**src/rtl/hash_out_mem_writer.sv**
```systemverilog
// hash_out_mem_writer: writes a digest word stream into RAM, zeroing the unused tail bits of the last word
module hash_out_mem_writer #(
  parameter int IO_WIDTH = 32,
  parameter int MAX_RAM_DEPTH = 16
) (
  input  logic                             clk,
  input  logic                             rst,
  input  logic                             i_start,
  input  logic [IO_WIDTH-1:0]              i_output_length,
  input  logic [$clog2(MAX_RAM_DEPTH)-1:0] i_base_addr,
  input  logic                             i_stall,
  input  logic [IO_WIDTH-1:0]              i_data_in,
  input  logic                             i_data_in_valid,
  output logic                             o_data_in_ready,
  output logic                             o_wr_en,
  output logic [$clog2(MAX_RAM_DEPTH)-1:0] o_addr,
  output logic [IO_WIDTH-1:0]              o_wr_data,
  output logic                             o_busy,
  output logic                             o_done
);
  localparam int AW = $clog2(MAX_RAM_DEPTH);
  localparam int LW = $clog2(IO_WIDTH);
  localparam int CW = IO_WIDTH - LW + 1;
  typedef enum logic [1:0] {IDLE, WRITE, DONE} state_t;
  state_t state;
  logic [IO_WIDTH-1:0] len_q;
  logic [AW-1:0] base_q;
  logic [CW-1:0] cnt;
  logic [CW-1:0] n_words;
  logic [LW-1:0] rem;
  logic accept;
  logic last;
  logic [IO_WIDTH-1:0] keep_mask;
  // Word count, trailing-bit mask and the stream handshake
  always_comb begin
    rem = len_q[LW-1:0];
    n_words = {1'b0, len_q[IO_WIDTH-1:LW]} + CW'(|rem);
    o_data_in_ready = state == WRITE && !i_stall && !rst;
    accept = o_data_in_ready && i_data_in_valid;
    last = cnt + CW'(1) == n_words;
    keep_mask = last && |rem ? ~({IO_WIDTH{1'b1}} >> rem) : {IO_WIDTH{1'b1}};
  end
  assign o_busy = state != IDLE;
  assign o_done = state == DONE;
  // Job FSM plus the one-cycle-latency RAM write port
  always_ff @(posedge clk) begin
    if (rst) begin
      state <= IDLE;
      len_q <= '0;
      base_q <= '0;
      cnt <= '0;
      o_wr_en <= 1'b0;
      o_addr <= '0;
      o_wr_data <= '0;
    end else begin
      o_wr_en <= accept;
      if (accept) begin
        o_addr <= base_q + cnt[AW-1:0];
        o_wr_data <= i_data_in & keep_mask;
        cnt <= cnt + CW'(1);
      end
      if (state == IDLE && i_start) begin
        len_q <= i_output_length;
        base_q <= i_base_addr;
        cnt <= '0;
        state <= i_output_length == '0 ? DONE : WRITE;
      end else if (state == WRITE && accept && last) state <= DONE;
      else if (state == DONE) state <= IDLE;
    end
  end
endmodule

```
**config.mk**
```make
export PLATFORM = sky130hd
export DESIGN_NAME = hash_out_mem_writer
export DESIGN_NICKNAME = d
export VERILOG_FILES = /design/src/rtl/hash_out_mem_writer.sv
export SDC_FILE = /design/constraint.sdc
export NUM_CORES = 1
export LEC_CHECK = 0
export ABC_AREA = 1
export BUFFER_PORTS_ARGS = -buffer_cell sky130_fd_sc_hd__buf_2
export CAP_MARGIN = 10
export CORE_MARGIN = 3
export CORE_UTILIZATION = 50
export CTS_CLUSTER_SIZE = 24
export DETAILED_ROUTE_END_ITERATION = 12
export GPL_TIMING_DRIVEN = 0
export PLACE_DENSITY = 0.72
export SLEW_MARGIN = 10
export SYNTH_ARGS = -nofsm -noshare
export SYNTH_HDL_FRONTEND = slang
export SYNTH_SLANG_ARGS = --single-unit
```
**constraint.sdc**
```tcl
create_clock -name clk -period 7.53 [get_ports clk]
set_input_delay 0.753 -clock clk [delete_from_list [all_inputs] [get_ports clk]]
set_output_delay 0.753 -clock clk [all_outputs]
set_load 0.05 [all_outputs]
```
==> out/summary.log, run 1 <==
[hold_path] worst hold stages 2
[worst_setup_path] dominant delay contributor by cell family on the critical path simple AND/OR/NAND/NOR gates
[route] Residual DRC 0
[worst_setup_path] list of cells traversed by the critical path clkbuf_1 -> nor2_1 -> inv_1 -> nor2_1 -> nand2_1 -> buf_2 -> ha_1 -> ha_1 -> inv_1 -> nor2_1 -> nand2_2 -> nor2_4 -> xnor2_1 -> inv_1 -> nand2_1 -> nand2_1 -> nor2_1 -> nand2_1 -> nor2_4 -> buf_6 -> nand4_1 -> nand2_1 -> a21oi_1
[worst_setup_path] required time of the critical path 7760 ps
[global_route] global-route usage over all layers 26.79%
[route] Avg WL per Cell 14.34 um
[timing] clk_skew 6.669 ps
[synthesis] Synth Instances 1191
[worst_setup_path] max incr delay on CP 380 ps
[clock_network] total number of clock tree sinks 103
[die] die outline area 0.01563 sq mm
[synthesis] area of the mapped netlist 0.007082 sq mm
[synthesis] cell types occupying the most area after synthesis dfxtp_1 (29%), nand2_1 (19%), inv_1 (8.1%), nor2_1 (7.4%), a21oi_1 (7.0%)
[synthesis] share of Yosys cell area claimed by the top area cell type 29.12%
[timing] count of endpoints failing setup in the final report 0
[synthesis] fraction of the yosys area taken by sequential cells 29.12%
[route] remaining antenna violation count after routing 0
[timing] crit share post-route 53.12%
[final_layout] final design area excluding fillers 0.008179 sq mm
[worst_setup_path] most common cell type on the critical path nand2_1
[power_and_ir_drop] worst vdd ir 0.1274 mV
[global_route] final global-route overflow total 0
[timing] post-route setup TNS 0 ps
[clock_network] buffer count from post-CTS setup fixing 0
[worst_setup_path] critical path arrival 4230 ps
[worst_setup_path] critical path buffer and inverter count 6
[worst_setup_path] Worst R2R Setup Slack 3530 ps
[final_layout] share of final-layout standard cells stronger than drive strength 1 13.50%
[clock_network] clock root buffer master clkbuf_16
[worst_setup_path] classification of the worst setup path reg2reg
[route] drt pass-1 iters 6
[final_layout] net count of the finished layout 1395
[synthesis] number of distinct library cell variants in the gate-level netlist after synthesis 33
[status] outcome finished, final reports clean
[final_layout] area overhead of the layout relative to synthesis 15.49%
[global_route] layer carrying the most global-route usage met1
[clock_network] Clk Latency, worst-skew pair 360 ps
[clock_network] CTS-repair resized insts 0
[die] die width 125.0 um
[worst_setup_path] reg2reg end o_wr_data[18]
[place] global placer's final weighted congestion 0.9624
[global_route] grt met2 use 38.60%
[route] iteration-0 DRC count of the detailed router 701
[timing] time the final worst path needs with I/O delays and setup 4000 ps
[power_and_ir_drop] power per unit of standard cell area 171.8 mW/mm^2
[clock_network] count of hold buffers inserted by post-cts repair 0
[hold_path] Hold Path Class reg2reg
[synthesis] mean instance size in the synthesized netlist 5.946 sq um
[worst_setup_path] slowest CP cell clkbuf_1
[die] Initial Util 52.23%
[worst_setup_path] critical-path maximum fanout 11
[timing] RSZ-0062 raised after global routing no
[die] # IOs 113
[place] DP Area 0.007863 sq mm
[timing] Rel. slew slack 56.01%
[place] HPWL Detailed 17330 um
[global_route] global-route met3 utilization 6.269%
[route] Vias per Instance 5.233
[die] Die Ht 125.0 um
[final_layout] multi-input logic area 0.004205 sq mm
[worst_setup_path] logic depth of the worst register-to-register path 23
[timing] pin slew with the least headroom to its limit 659.9 ps
[route] via count 7828
[clock_network] number of buffers created by CTS 9
[clock_network] largest buffer count on any clock path 2
[die] row cnt 42
[clock_network] number of H-tree branching levels 3
[hold_path] end of the worst hold path o_wr_data[11]
[global_route] wire length of the first global-routing pass 34030 um
[power_and_ir_drop] leakage power figure 3.846 nW
[synthesis] post-synthesis cell type with the largest combined area dfxtp_1
[hold_path] HP Start o_wr_data[11]
[worst_setup_path] Setup crit end kind flip-flop
[clock_network] clock transition at the registers of the reported paths 80 ps
[place] count of buffers from port buffering 112
[clock_network] clock tree from TritonCTS done
[global_route] fraction of met1 tracks used by global routing 39.74%
[final_layout] sequential cell area in the final layout 0.002062 sq mm
[timing] final hold violation count 0
[synthesis] Yosys reg bits 103
[route] final routed wirelength across all metal layers 21460 um
[timing] count of pins over their slew limit 0
[global_route] number of global-route vias before repair 6821
[timing] FMAX 250.0 MHz
[final_layout] Filler Cell Count 1431
[global_route] maximum number of pins on one net before global-route repair 20
[run] number of max-capacitance violations reported 0
[global_route] initial antenna violation count 1
[synthesis] number of warnings printed during yosys synthesis 0
[worst_setup_path] critical path launch point type flip-flop
[die] area inside the core boundary 0.01356 sq mm
[synthesis] Synth Net Count 1272
[worst_setup_path] R2R Path Start len_q[3]
[per-stage QoR]
| stage | total power, mW | setup WS [ps] | cells | hold WS, ps | utilization, % |
|---|---|---|---|---|---|
| finish | 1.405 | 3530 | 1496 | 463.3 | 60.33 |
| detailed placement | 0.9091 | 3685 | 1479 | 453.2 | 57.99 |
| global placement | 0.9058 | 3703 | 1479 | 451.2 | 57.99 |
| global route | 1.474 | 3196 | 1496 | 485.1 | 60.33 |
| CTS | 1.409 | 3661 | 1495 | 464.9 | 60.31 |
| floorplan | 0.8158 | 3855 | 1191 | 456.9 | - |
[registers in the layout, summed over array words and instances, names as in the netlist]
signal,flops
o_wr_data,32
base_q,4
o_wr_en,1
cnt,28
o_addr,4
len_q,32
state,2
[worst min-delay path: cells and delay by family, from the launching register on]
family,cells,cell delay [ps]
simple gates,1,60
flops,1,310
compound gates,1,50
[Yosys cell counts (all sizes together)]
| library cell | number |
|---|---|
| nor2 | 159 |
| xor2 | 23 |
| dfxtp | 103 |
| o221ai | 1 |
| clkbuf | 33 |
| inv | 160 |
| fa | 1 |
| nor4 | 9 |
| nand3 | 61 |
| nand4 | 47 |
| o21ai | 84 |
| xnor2 | 6 |
| buf | 13 |
| nand2 | 369 |
| nand3b | 4 |
| and2 | 4 |
| o21a | 1 |
| nor3 | 7 |
| a21oi | 99 |
| ha | 7 |
[cell families (layout without fill, tap and decap cells)]
group	Yosys count	count (layout)	share of synthesized area, %
buffers and inverters	206	334	11.50
other	0	1	0
adders and majority gates	8	8	1.519
AOI/OAI and AO/OA	185	185	13.16
and+or+nand+nor	660	660	41.01
DFF	103	103	29.12
xor gates and xnor gates	29	29	3.693
[final cells by class]
class / instances / area share [%]
tap: 176 / 2.692
clock buffer: 9 / 2.754
sequential: 103 / 25.21
multi-input combinational: 882 / 51.42
inverter: 160 / 7.343
timing repair buffer: 112 / 6.853
clock inverter: 7 / 1.086
antenna: 1 / 0.03060
buffer: 46 / 2.616
[report_power, final]
part           leakage (nW)  switching [mW]  internal [mW]  total (mW)
sequential            0.839          0.0309          0.574       0.605
clock                 0.155           0.236          0.267       0.502
combinational          2.85           0.204         0.0945       0.298
[cell usage in the layout (no fill, tap or decap), drive strengths merged]
master	netlist	final
nor3	7	7
nor4	9	9
clkinv	0	2
clkbuf	33	42
xnor2	6	6
nand3b	4	4
nor2	159	159
dfxtp	103	103
inv	160	164
nand4	47	47
bufinv	0	1
and2	4	4
xor2	23	23
diode	0	1
a21oi	99	99
buf	13	125
ha	7	7
nand2	369	369
o21ai	84	84
nand3	61	61
fa	1	1
o221ai	1	1
o21a	1	1
[worst max-delay path by stage]
stage	from	to	slack, ps	depth (start not counted)
CTS	len_q[3]	o_wr_data[18]	3660	23
global route	len_q[3]	o_wr_data[18]	3200	24
floorplan	i_stall	o_addr[3]	3850	7
finish	len_q[3]	o_wr_data[18]	3530	23
detailed placement	len_q[3]	o_wr_data[18]	3690	23
global placement	len_q[3]	o_wr_data[18]	3700	24
[routing by layer]
metal | up-vias | wire [um]
met5 | - | 0
met4 | 0 | 454
met3 | 33 | 1983
met2 | 298 | 8811
met1 | 3460 | 10210
li1 | 4037 | -
(Power assumes the default switching activity.)
==> run 2, diff against run 1 <==
==> constraint.sdc (replaced) <==
create_clock -name clk -period 4.15 [get_ports clk]
set_input_delay 0.415 -clock clk [delete_from_list [all_inputs] [get_ports clk]]
set_output_delay 0.415 -clock clk [all_outputs]
set_load 0.05 [all_outputs]
==> run 2 against run 1 <==
Net effect:
- clock skew up 0.66 ps
- critical path type unchanged
- largest cell class unchanged
- sequential share of layout area about the same
- maximum frequency up 8.5%
- non-clock buffer count down 1
- hold slack worse by 160 ps
==> out/summary.log, run 2 (synthesis gave the netlist of run 1 again) <==
[status] outcome finished, final reports clean
[power_and_ir_drop] combinational share of power 21.1%
[power_and_ir_drop] Switch Pwr 0.8521 mW
[timing] post-route worst setup slack 461.4 ps
[clock_network] clock transition at the registers of the reported paths 80 ps
[final_layout] leading registers by flop count len_q x32, o_wr_data x32, cnt x28
[power_and_ir_drop] proportion of power drawn by the clock network 35.7%
[timing] clk_skew 7.333 ps
[power_and_ir_drop] power per unit of standard cell area 311.6 mW/mm^2
[place] dpl ws 305.3 ps
[global_route] fraction of met1 tracks used by global routing 39.74%
[clock_network] number of buffers created by CTS 9
[timing] worst hold slack 305.7 ps
[power_and_ir_drop] switching portion of total power 33.44%
[global_route] global-route usage over all layers 26.79%
[route] remaining antenna violation count after routing 0
[route] final routed wirelength across all metal layers 21440 um
[global_route] wire length of the first global-routing pass 34030 um
[global_route] global-route met3 utilization 6.269%
[worst_setup_path] CP Capture Point o_wr_data[18]
[worst_setup_path] logic depth of the worst register-to-register path 22
[hold_path] HP Start i_data_in[31]
[timing] Rel. slew slack 56.56%
[place] count of buffers from port buffering 112
[worst_setup_path] CP startpoint len_q[3]
[die] row cnt 42
[clock_network] total number of clock tree sinks 103
[final_layout] Finished Layout Cells 1495
[route] Residual DRC 0
[power_and_ir_drop] part of the total power dissipated in sequential elements 43.2%
[power_and_ir_drop] worst vdd ir 0.2344 mV
[global_route] layer carrying the most global-route usage met1
[worst_setup_path] required time of the critical path 4380 ps
[clock_network] Clk Latency, worst-skew pair 360 ps
[final_layout] leading cell type in the layout, fill and taps excluded nand2_1
[final_layout] area overhead of the layout relative to synthesis 15.46%
[clock_network] clock root buffer master clkbuf_16
[global_route] number of global-route vias before repair 6821
[die] Initial Util 52.23%
[timing] time the final worst path needs with I/O delays and setup 3689 ps
[clock_network] number of H-tree branching levels 3
[worst_setup_path] Setup crit end kind flip-flop
[clock_network] count of hold buffers inserted by post-cts repair 0
[final_layout] share of final-layout standard cells stronger than drive strength 1 13.58%
[timing] count of pins over their slew limit 0
[worst_setup_path] classification of the worst setup path reg2reg
[timing] crit share post-route 88.88%
[die] die outline area 0.01563 sq mm
[place] placed insts 1479
[global_route] initial antenna violation count 1
[die] Die Ht 125.0 um
[route] via count 7806
[run] number of max-capacitance violations reported 0
[place] HPWL Detailed 17330 um
[timing] FMAX 271.1 MHz
[route] drt pass-1 iters 6
[worst_setup_path] critical-path maximum fanout 11
[timing] RSZ-0062 raised after global routing no
[die] die width 125.0 um
[route] iteration-0 DRC count of the detailed router 731
[worst_setup_path] Worst R2R Setup Slack 460 ps
[route] Avg WL per Cell 14.34 um
[worst_setup_path] critical path arrival 3920 ps
[final_layout] most frequent cells in the layout nand2_1 (362), inv_1 (152), nor2_1 (140)
[timing] pin slew with the least headroom to its limit 651.7 ps
[power_and_ir_drop] Int Power 1.696 mW
[timing] final hold violation count 0
[clock_network] clock tree from TritonCTS done
[global_route] final global-route overflow total 0
[clock_network] largest buffer count on any clock path 2
[worst_setup_path] R2R Path Start len_q[3]
[timing] count of endpoints failing setup in the final report 0
[worst_setup_path] reg2reg end o_wr_data[18]
[timing] post-route setup TNS 0 ps
[global_route] maximum number of pins on one net before global-route repair 20
[final_layout] net count of the finished layout 1394
[worst_setup_path] critical path launch point type flip-flop
[power_and_ir_drop] leakage power figure 3.845 nW
[die] # IOs 113
[hold_path] Hold Path Class in2reg
[die] area inside the core boundary 0.01356 sq mm
[place] global placer's final weighted congestion 0.9624
[global_route] grt met2 use 38.60%
[route] Vias per Instance 5.221
==> run 2: routing by layer <==
metal / wire length (um) / share of wire, % / vias up
li1: - / - / 4034
met1: 10220 / 48 / 3433
met2: 8794 / 41 / 309
met3: 1982 / 9.2 / 30
met4: 440 / 2.1 / 0
met5: 0 / 0 / -
==> run 2: timing repair <==
action	CTS	global route
setup endpoints to repair	0	33
resized for setup	0	1
buffers inserted	0	0
==> run 2: critical path, stage by stage, from the launching register on <==
cell	delay [ps]
dfxtp_2	440
nor2_1	90
inv_1	140
nor2_1	70
nand2_1	140
buf_2	270
ha_1	220
ha_1	270
inv_1	80
nor2_1	250
nand2_2	180
xor2_1	180
nand2_1	80
nand2_1	50
nor2_1	120
nand2_1	70
nor2_1	90
nand2_1	70
nor2_2	160
buf_2	240
nand4_1	180
nand2_1	100
a21oi_1	60
==> run 2: stage by stage <==
stage	total power [mW]	area, sq um	utilization [%]
after floorplan	1.480	7082	-
after global placement	1.644	7863	57.99
after detailed placement	1.650	7863	57.99
after CTS	2.556	8177	60.31
after global routing	2.674	8177	60.31
final	2.548	8177	60.31
==> run 2: layout make-up <==
cell class / count / area (sq um)
Clock buffer: 9 / 225.2
Tap cell: 176 / 220.2
Multi-Input combinational cell: 882 / 4205
Buffer: 45 / 210.2
Clock inverter: 7 / 88.84
Antenna cell: 1 / 2.502
Inverter: 160 / 600.6
Fill cell: 1430 / 5381
Timing Repair Buffer: 112 / 560.5
Sequential cell: 103 / 2063
==> run 2: power by group through the flow <==
stage               clock network (mW)  registers (mW)  logic, mW
floorplan                            0            1.13      0.354
global placement                     0            1.12      0.526
detailed placement                   0            1.12      0.531
CTS                              0.927            1.09      0.534
global route                     0.959            1.11      0.607
finish                           0.910            1.10      0.537
==> run 2: how the worst min path moves through the flow <==
| stage | end | slack (ps) | depth (start not counted) |
|---|---|---|---|
| 2_1_floorplan | len_q[30] | 460 | 2 |
| 3_5_place_dp | o_wr_data[28] | 450 | 2 |
| 6_report | o_wr_data[31] | 310 | 3 |
| 3_3_place_gp | o_wr_data[9] | 450 | 2 |
| 4_1_cts | o_wr_data[31] | 290 | 3 |
| 5_1_grt | o_wr_data[31] | 320 | 3 |
==> run 3, diff against run 2 <==
--- a/config.mk
+++ b/config.mk
@@ -8,7 +8,6 @@
 export ABC_AREA = 1
 export BUFFER_PORTS_ARGS = -buffer_cell sky130_fd_sc_hd__buf_2
 export CAP_MARGIN = 10
-export CORE_MARGIN = 3
 export CORE_UTILIZATION = 50
 export CTS_CLUSTER_SIZE = 24
 export DETAILED_ROUTE_END_ITERATION = 12
==> run 3 against run 2 <==
Net effect:
- register-to-register slack better by 30 ps
- count of clock-buffer cells in the layout stayed put
- die area decreased by 6.3%
- wire length fell by 0.23%
- critical path depth unchanged
- critical endpoint is now o_wr_data[15]
- largest cell class unchanged
- largest power group unchanged
- highest routed layer unchanged
==> out/summary.log, run 3 (synthesis gave the netlist of run 1 again) <==
[global_route] wire length of the first global-routing pass 33850 um
[clock_network] clock transition at the registers of the reported paths 80 ps
[route] Residual DRC 0
[power_and_ir_drop] Design Power 2.490 mW
[timing] worst hold slack 305.4 ps
[worst_setup_path] Setup crit end kind flip-flop
[final_layout] net count of the finished layout 1394
[route] remaining antenna violation count after routing 0
[worst_setup_path] list of cells traversed by the critical path nor2_1 -> inv_1 -> nor2_1 -> nand2_1 -> buf_2 -> ha_1 -> ha_1 -> inv_1 -> nor2_1 -> nand2_2 -> xor2_1 -> nand2_1 -> nand2_1 -> nor2_1 -> nand2_1 -> nor2_1 -> nand2_1 -> nor2_2 -> buf_2 -> nand4_1 -> nand2_1 -> a21oi_1
[place] global placer's final weighted congestion 0.9605
[clock_network] clock tree from TritonCTS done
[clock_network] number of buffers created by CTS 9
[worst_setup_path] most common cell type on the critical path nand2_1
[worst_setup_path] dominant delay contributor by cell family on the critical path simple AND/OR/NAND/NOR gates
[place] HPWL Detailed 17340 um
[status] outcome finished, final reports clean
[timing] post-route setup TNS 0 ps
[timing] Rel. slew slack 52.73%
[die] Die Ht 121.0 um
[worst_setup_path] max incr delay on CP 440 ps
[power_and_ir_drop] leakage power figure 3.834 nW
[timing] final hold violation count 0
[timing] crit share post-route 88.16%
[die] # IOs 113
[worst_setup_path] critical path buffer and inverter count 4
[final_layout] area overhead of the layout relative to synthesis 15.12%
[final_layout] leading registers by flop count len_q x32, o_wr_data x32, cnt x28
[final_layout] most frequent cells in the layout nand2_1 (362), inv_1 (152), nor2_1 (140)
[timing] pin slew with the least headroom to its limit 709.1 ps
[final_layout] final design area excluding fillers 0.008153 sq mm
[worst_setup_path] classification of the worst setup path reg2reg
[die] area inside the core boundary 0.01383 sq mm
[worst_setup_path] critical path launch point type flip-flop
[timing] time the final worst path needs with I/O delays and setup 3659 ps
[place] count of buffers from port buffering 112
[worst_setup_path] critical-path maximum fanout 11
[final_layout] number of diodes 0
[route] Avg WL per Cell 14.28 um
[route] Vias per Instance 5.139
[die] die width 121.0 um
[final_layout] leading cell type in the layout, fill and taps excluded nand2_1
[global_route] final global-route overflow total 0
[clock_network] count of hold buffers inserted by post-cts repair 0
[route] drt pass-1 iters 5
[power_and_ir_drop] power per unit of standard cell area 305.4 mW/mm^2
[run] number of max-capacitance violations reported 0
[clock_network] largest buffer count on any clock path 2
[timing] FMAX 273.3 MHz
[worst_setup_path] critical path arrival 3890 ps
[clock_network] clock root buffer master clkbuf_16
[hold_path] Hold Path Class in2reg
[timing] clk_skew 10.58 ps
[timing] post-route worst setup slack 491.3 ps
[final_layout] share of final-layout standard cells stronger than drive strength 1 13.58%
[global_route] number of global-route vias before repair 6742
[worst_setup_path] required time of the critical path 4380 ps
[worst_setup_path] slowest CP cell dfxtp_2
[global_route] maximum number of pins on one net before global-route repair 20
[timing] count of endpoints failing setup in the final report 0
[route] via count 7698
[place] DP Area 0.007868 sq mm
[route] final routed wirelength across all metal layers 21390 um
[die] row cnt 43
[die] Initial Util 51.22%
[power_and_ir_drop] worst vdd ir 0.2335 mV
[global_route] initial antenna violation count 0
[clock_network] number of H-tree branching levels 3
[timing] count of pins over their slew limit 0
[clock_network] Clk Latency, worst-skew pair 360 ps
[die] die outline area 0.01464 sq mm
[timing] RSZ-0062 raised after global routing no
[route] iteration-0 DRC count of the detailed router 680
[place] dpl ws 293.3 ps
[clock_network] total number of clock tree sinks 103
[global_route] global-route usage over all layers 30.03%
==> run 3: cell count changes in the layout (fill, tap and decap cells not counted), sizes merged <==
cell and change:
bufinv -1, clkinv +1, diode -1
==> run 3: final cells by class <==
type,instances,area [sq um]
Fill cell,1462,5674
Multi-Input combinational cell,882,4205
Sequential cell,103,2063
Inverter,160,600.6
Timing Repair Buffer,112,560.5
Clock buffer,9,225.2
Tap cell,180,225.2
Buffer,45,210.2
Clock inverter,7,62.56
==> run 3: routing by layer <==
metal / track usage (%) / vias to the layer above / wire length, um
met1: 44.52 / 3393 / 10530
met2: 43.86 / 254 / 8949
met4: 8.410 / 0 / 393
met3: 5.451 / 27 / 1518
met5: 0 / - / 0
li1: - / 4024 / -
==> run 3: worst min-delay path, delay by kind of cell <==
| kind | cells | cell delay (ps) |
|---|---|---|
| compound gates | 1 | 60 |
| buf+inv | 2 | 140 |
==> run 3: worst paths after layout <==
check / slack, ps / cells after the start / start / to
worst max-delay path: 490 / 22 / len_q[3] / o_wr_data[15]
worst max register to register: 490 / 22 / len_q[3] / o_wr_data[15]
worst min-delay path: 310 / 3 / i_output_length[7] / len_q[7]
worst min register to register: 460 / 2 / o_wr_data[8] / o_wr_data[8]
==> run 3: through the flow <==
step	util (%)	instances
6_report	58.96	1498
4_1_cts	58.98	1499
5_1_grt	58.96	1498
3_5_place_dp	56.90	1483
2_1_floorplan	-	1191
3_3_place_gp	56.90	1483
==> run 3: where the power goes <==
| part | leakage, nW | total, mW | internal, mW | switching, mW |
|---|---|---|---|---|
| Clock | 0.144 | 0.853 | 0.422 | 0.431 |
| Sequential | 0.840 | 1.10 | 1.04 | 0.0568 |
| Combinational | 2.85 | 0.539 | 0.171 | 0.368 |
| Total | 3.83 | 2.49 | 1.63 | 0.856 |
==> run 3: repair_timing <==
item | 4_1_cts | 5_1_grt
buffers inserted | 0 | 0
resized for setup | 0 | 1
endpoints found under the setup margin | 0 | 32
